$ cat config.mk
export PLATFORM = sky130hd
export DESIGN_NAME = verdict_tally
export DESIGN_NICKNAME = d
export VERILOG_FILES = /design/src/rtl/verdict_tally_pkg.sv /design/src/rtl/verdict_tally_sat_counter.sv /design/src/rtl/verdict_tally.sv
export SDC_FILE = /design/constraint.sdc
export NUM_CORES = 1
export LEC_CHECK = 0
export CAP_MARGIN = 20
export CORE_UTILIZATION = 40
export DETAILED_ROUTE_END_ITERATION = 10
export MAX_ROUTING_LAYER = met4
export SYNTH_ARGS = -nofsm -noshare
export SYNTH_HDL_FRONTEND = slang
export SYNTH_SLANG_ARGS = --single-unit
$ cat constraint.sdc
create_clock -name clk -period 3.64 [get_ports clk]
set_input_delay 0.728 -clock clk [delete_from_list [all_inputs] [get_ports clk]]
set_output_delay 0.728 -clock clk [all_outputs]
set_load 0.05 [all_outputs]
$ cat src/rtl/verdict_tally_pkg.sv
// Shared definitions for the verdict tally block: verdict codes (common with
// the upstream evaluator) and the tally FSM state encoding.
package verdict_tally_pkg;

    // Verdict codes. Bit 1 set means a completed verdict.
    localparam logic [1:0] VERD_NONE = 2'b00;
    localparam logic [1:0] VERD_ADV  = 2'b01;
    localparam logic [1:0] VERD_REJ  = 2'b10;
    localparam logic [1:0] VERD_APP  = 2'b11;

    // Tally FSM states.
    typedef enum logic [1:0] {
        IDLE  = 2'd0,
        ARMED = 2'd1,
        SHOW  = 2'd2
    } state_t;

    // True for the two completed-verdict codes (rejected / approved).
    function automatic logic is_final(input logic [1:0] v);
        return v[1];
    endfunction

endpackage

$ cat src/rtl/verdict_tally_sat_counter.sv
// Saturating up-counter with synchronous clear. hit_max flags an increment
// request that arrives while the counter already holds its maximum value.
module sat_counter #(
    parameter int CNT_W = 8
) (
    input  logic             clk,
    input  logic             rst,
    input  logic             clr,
    input  logic             inc,
    output logic [CNT_W-1:0] cnt,
    output logic             hit_max
);

    localparam logic [CNT_W-1:0] CNT_MAX = '1;

    logic [CNT_W-1:0] cnt_q;
    logic [CNT_W-1:0] cnt_d;

    // Next count: clear wins, otherwise increment unless already at maximum.
    always_comb begin
        cnt_d = cnt_q;
        if (clr) begin
            cnt_d = '0;
        end else if (inc && (cnt_q != CNT_MAX)) begin
            cnt_d = cnt_q + 1'b1;
        end
    end

    // Count register.
    always_ff @(posedge clk) begin
        if (rst) begin
            cnt_q <= '0;
        end else begin
            cnt_q <= cnt_d;
        end
    end

    assign cnt     = cnt_q;
    assign hit_max = inc && !clr && (cnt_q == CNT_MAX);

endmodule

$ cat src/rtl/verdict_tally.sv
// Verdict tally: counts approved/rejected verdicts from the evaluator,
// holds the last verdict on a display output for HOLD_CYCLES cycles and
// flags verdicts that arrive without a preceding "advancing" code.
//
// Handshake: there is none. verdict is sampled every cycle; a completed
// verdict is an edge (code 1x differing from the previous cycle's code), so
// a held verdict is counted once. All outputs are registered and change on
// the clock edge that samples the causing input.
module verdict_tally
    import verdict_tally_pkg::*;
#(
    parameter int CNT_W       = 8,
    parameter int HOLD_CYCLES = 4
) (
    input  logic             clk,
    input  logic             rst,
    input  logic [1:0]       verdict,
    input  logic             clear,
    output logic [CNT_W-1:0] approved_cnt,
    output logic [CNT_W-1:0] rejected_cnt,
    output logic             sat,
    output logic             protocol_err,
    output logic             busy,
    output logic             result_pulse,
    output logic [1:0]       disp_verdict,
    output state_t           dbg_state_o
);

    localparam int TW = (HOLD_CYCLES > 1) ? $clog2(HOLD_CYCLES) : 1;
    localparam logic [TW-1:0] HOLD_LAST = TW'(HOLD_CYCLES - 1);

    state_t        state_q;
    logic [1:0]    verdict_q;
    logic [1:0]    last_q;
    logic [TW-1:0] timer_q;
    logic          sat_q;
    logic          perr_q;
    logic          busy_q;
    logic          pulse_q;
    logic [1:0]    disp_q;

    logic evt;
    logic accept;
    logic inc_app;
    logic inc_rej;
    logic hit_app;
    logic hit_rej;

    // A verdict edge; clear in the same cycle discards it.
    assign evt     = is_final(verdict) && (verdict != verdict_q);
    assign accept  = evt && !clear;
    assign inc_app = accept && (verdict == VERD_APP);
    assign inc_rej = accept && (verdict == VERD_REJ);

    sat_counter #(.CNT_W(CNT_W)) u_app_cnt (
        .clk     (clk),
        .rst     (rst),
        .clr     (clear),
        .inc     (inc_app),
        .cnt     (approved_cnt),
        .hit_max (hit_app)
    );

    sat_counter #(.CNT_W(CNT_W)) u_rej_cnt (
        .clk     (clk),
        .rst     (rst),
        .clr     (clear),
        .inc     (inc_rej),
        .cnt     (rejected_cnt),
        .hit_max (hit_rej)
    );

    // Tally FSM with its registered outputs; busy/disp are rewritten every
    // cycle so they always reflect the state being entered.
    always_ff @(posedge clk) begin
        if (rst) begin
            state_q   <= IDLE;
            verdict_q <= VERD_NONE;
            last_q    <= VERD_NONE;
            timer_q   <= '0;
            sat_q     <= 1'b0;
            perr_q    <= 1'b0;
            busy_q    <= 1'b0;
            pulse_q   <= 1'b0;
            disp_q    <= VERD_NONE;
        end else begin
            verdict_q <= verdict;
            pulse_q   <= 1'b0;
            busy_q    <= 1'b0;
            disp_q    <= VERD_NONE;
            if (clear) begin
                state_q <= IDLE;
                last_q  <= VERD_NONE;
                timer_q <= '0;
                sat_q   <= 1'b0;
                perr_q  <= 1'b0;
            end else begin
                if (hit_app || hit_rej) begin
                    sat_q <= 1'b1;
                end
                case (state_q)
                    IDLE: begin
                        if (verdict == VERD_ADV) begin
                            state_q <= ARMED;
                            busy_q  <= 1'b1;
                        end else if (evt) begin
                            // Verdict without an advancing code: still counted.
                            perr_q  <= 1'b1;
                            state_q <= SHOW;
                            timer_q <= HOLD_LAST;
                            last_q  <= verdict;
                            pulse_q <= 1'b1;
                            disp_q  <= verdict;
                        end
                    end
                    ARMED: begin
                        if (evt) begin
                            state_q <= SHOW;
                            timer_q <= HOLD_LAST;
                            last_q  <= verdict;
                            pulse_q <= 1'b1;
                            disp_q  <= verdict;
                        end else if (verdict == VERD_NONE) begin
                            // Candidate abandoned; nothing counted.
                            state_q <= IDLE;
                        end else begin
                            busy_q <= 1'b1;
                        end
                    end
                    SHOW: begin
                        if (verdict == VERD_ADV) begin
                            // New candidate: blank display, keep last_q.
                            state_q <= ARMED;
                            busy_q  <= 1'b1;
                        end else if (evt) begin
                            timer_q <= HOLD_LAST;
                            last_q  <= verdict;
                            pulse_q <= 1'b1;
                            disp_q  <= verdict;
                        end else if (timer_q == '0) begin
                            state_q <= IDLE;
                        end else begin
                            timer_q <= timer_q - 1'b1;
                            disp_q  <= last_q;
                        end
                    end
                    default: begin
                        state_q <= IDLE;
                    end
                endcase
            end
        end
    end

    assign sat          = sat_q;
    assign protocol_err = perr_q;
    assign busy         = busy_q;
    assign result_pulse = pulse_q;
    assign disp_verdict = disp_q;
    assign dbg_state_o  = state_q;

endmodule

==> out/results.md <==
| Parameter | Reported | Unit |
| --- | --- | --- |
| Outcome | complete, no violations | - |
| Layout cell share with drive strength beyond 1 | 6.806 | % |
| Number of maximum-capacitance violations | 0 | - |
| Post-CTS Hold Buffers | 0 | - |
| Slew @ Worst Pin | 0.7245 | ns |
| Die footprint | 3928 | µm² |
| Final net count | 199 | - |
| Count of vias placed by the detailed router | 1337 | - |
| GRT Total Usage | 18.82 | % |
| Clock period minus final worst setup slack | 2.433 | ns |
| Count of antenna diodes in the layout | 0 | - |
| Post-route clock period utilization | 66.84 | % |
| Sink count of the clock tree | 30 | - |
| PnR worst setup slack | 1.207 | ns |
| Pre-CTS setup slack | 0.9434 | ns |
| Total power density per cell area | 354.0 | nW/µm² |
| Most area-hungry cell type in the Yosys netlist | sky130_fd_sc_hd__dfxtp_1 | - |
| Antenna violations before repair | 0 | - |
| Total half-perimeter wirelength after legalization and detailed placement | 2.325 | mm |
| Inserted Clock Buffers | 5 | - |
| Kind of start point of the critical path | input pin | - |
| Number of nets in the synthesized netlist | 172 | - |
| Count of boundary I/O pins | 29 | - |
| Pre-Repair DR Iteration Count | 4 | - |
| Post-synthesis to final-layout area growth | 24.89 | % |
| Final RePlAce weighted congestion | 0.7931 | - |
| Headroom to the max-slew limit | 51.52 | % |
| EDFF count, synth | 0 | - |
| Warnings, synthesis | 0 | - |
| Routed vias/inst | 5.641 | - |
| Ranking of synthesized cells by area | sky130_fd_sc_hd__dfxtp_1 (41%), sky130_fd_sc_hd__a21oi_1 (6.5%), sky130_fd_sc_hd__o21ai_0 (3.4%) | - |
| CTS HTree Levels | 2 | - |
| Starting utilization of the core area | 42.78 | % |
| Root Driver | sky130_fd_sc_hd__clkbuf_8 | - |
| Max Clock Skew | 0.004932 | ns |
| Clock insertion delay at the later pin of the skew report | 0.28 | ns |
| Die extent in y | 62.68 | µm |
| Maximum ir drop on the vdd rail | 0.2092 | mV |
| Synthesized flop and latch total | 30 | - |
| Clock-pin slew on the worst setup and hold paths | 0.06 | ns |
| Number of nets with antenna violations after routing | 0 | - |
| Iter 0 DRT Violations | 84 | - |
| Startpoint-to-endpoint class of the critical path | input pin to flop | - |
| Cell area after synthesis | 1473 | µm² |
| Proportion of netlist area held by the largest area contributor | 40.78 | % |
| Register area | 600.6 | µm² |
| Gates resized, CTS repair | 0 | - |
| Standard-cell row count | 21 | - |
| Final Slew Violations | 0 | - |
| Maximum fanout count along the critical path | 13 | - |
| First-pass GRT wire length | 5.754 | mm |
| Setup repair after global routing missed its margin | false | - |
| Fraction of the yosys area taken by sequential cells | 40.78 | % |
| Remaining global-route overflow | 0 | - |
| Worst min-delay path class | flop to flop | - |
| Number of setup buffers added after CTS | 0 | - |
| Core ar. | 3442 | µm² |
| Proportion of register bits with asynchronous set or reset after synthesis | 0 | % |
| I/O Buffers | 28 | - |
| Pin count of the biggest net entering global routing | 19 | - |
| Filler cells | 329 | - |
| Cell with the most instances after synthesis | sky130_fd_sc_hd__dfxtp_1 | - |
| Cell leakage power | 0.0006410 | µW |
| Total Routed Length | 3.226 | mm |
| Number of setup violations in the final report | 0 | - |
| Average wire per standard cell | 13.61 | µm |
| Summed negative setup slack over all endpoints | 0 | ns |
| CTS Buffer Depth | 2 | - |
| Leading cell types by count after synthesis | sky130_fd_sc_hd__dfxtp_1 (30), sky130_fd_sc_hd__a21oi_1 (19), sky130_fd_sc_hd__o21ai_0 (10), sky130_fd_sc_hd__nand2_1 (9), sky130_fd_sc_hd__nor2_1 (9) | - |
| Area occupied by multi-input gates | 805.8 | µm² |
| Die outline width | 62.68 | µm |
| Total DRC errors in the routed layout | 0 | - |
| Highest attainable clock frequency | 0.4110 | GHz |
| Cell count after synthesis | 164 | - |
| Most common flop cell mapped by yosys | sky130_fd_sc_hd__dfxtp_1 | - |
| Data required time of the worst path | 3.82 | ns |
| CTS tree | done | - |
| Mean post-synth cell area | 8.980 | µm² |
| Endpoint type of the worst setup path | flop | - |
| Number of global-route vias before repair | 1283 | - |
| Number of distinct standard cells referenced by the synthesized netlist | 50 | - |
| Final hold violations | 0 | - |
| Data arrival time of the critical path | 2.62 | ns |
routing by layer:
layer / GRT usage (%) / wire length [µm]
met1: 21.91 / 1539
met2: 31.11 / 1561
met3: 5.109 / 88
met4: 6.395 / 36
met5: - / 0
cell usage in the layout, fill, tap and decap left out, types with 3 or more instances in the layout:
master                            instances
sky130_fd_sc_hd__a21oi_1                 19
sky130_fd_sc_hd__a31oi_1                  4
sky130_fd_sc_hd__and3_1                   5
sky130_fd_sc_hd__clkbuf_8                 5
sky130_fd_sc_hd__clkdlybuf4s50_1         28
sky130_fd_sc_hd__dfxtp_1                 30
sky130_fd_sc_hd__ha_1                     3
sky130_fd_sc_hd__inv_1                    5
sky130_fd_sc_hd__nand2_1                  9
sky130_fd_sc_hd__nand3_1                  6
sky130_fd_sc_hd__nor2_1                   9
sky130_fd_sc_hd__o21ai_0                 10
sky130_fd_sc_hd__o31ai_1                  5
sky130_fd_sc_hd__or3_1                    4
sky130_fd_sc_hd__or4_1                    3
worst max-delay path: stages:
cell	delay, ns
sky130_fd_sc_hd__clkdlybuf4s50_1	0.82
sky130_fd_sc_hd__xnor2_1	0.24
sky130_fd_sc_hd__a21boi_2	0.41
sky130_fd_sc_hd__o21ai_0	0.14
sky130_fd_sc_hd__a221oi_1	0.28
power breakdown:
| group | total (µW) | internal [µW] | leakage (µW) | switching [µW] |
|---|---|---|---|---|
| clock | 243 | 131 | 0.0000383 | 112 |
| sequential | 342 | 336 | 0.000243 | 6.34 |
| combinational | 66.4 | 24.7 | 0.000359 | 41.7 |
| total | 651 | 491 | 0.000641 | 160 |
final cells by class:
class                           instances  area share (%)
Multi-Input combinational cell        121           43.81
Inverter                                5           1.020
Timing Repair Buffer                   28           15.24
Sequential cell                        30           32.65
Clock buffer                            7           4.150
Tap cell                               46           3.129
metrics by stage:
step | utilization, % | hold slack, ns | area, µm² | instances | total power (µW)
finish | 53.44 | 0.4718 | 1839 | 237 | 651.1
global route | 53.44 | 0.5083 | 1839 | 237 | 683.2
CTS | 53.44 | 0.4775 | 1839 | 237 | 660.4
detailed placement | 51.22 | 0.4625 | 1763 | 230 | 415.6
global placement | 51.22 | 0.4616 | 1763 | 230 | 414.7
floorplan | - | 0.4374 | 1473 | 164 | 395.9
sequential cells by signal, indices dropped and copies added (netlist names):
signal,cells
u_app_cnt.cnt,8
u_rej_cnt.cnt,8
dbg_state_o,2
disp_verdict,2
last_q,2
timer_q,2
verdict_q,2
busy,1
protocol_err,1
result_pulse,1
sat,1
logic make-up after synthesis:
group | count (synthesis) | share of synthesized area, %
xor+xnor | 1 | 0.5948
compound gates | 57 | 25.15
flops | 30 | 40.78
fa+ha+maj | 3 | 2.549
buf+inv | 13 | 4.503
simple gates | 60 | 26.42
final timing paths:
kind                            cells past startpoint  slack, ns                     startpoint                       endpoint
worst max-delay path                                5       1.21                     verdict[0]        timer_q[1]$_SDFFE_PP0P_
worst min-delay path                                2       0.47      protocol_err$_SDFFE_PP0P_      protocol_err$_SDFFE_PP0P_
worst min register to register                      2       0.47      protocol_err$_SDFFE_PP0P_      protocol_err$_SDFFE_PP0P_
worst max register to register                      5       1.86  u_rej_cnt.cnt[0]$_SDFFE_PP0P_  u_rej_cnt.cnt[6]$_SDFFE_PP0P_
Power figures use the tool's default switching activity.
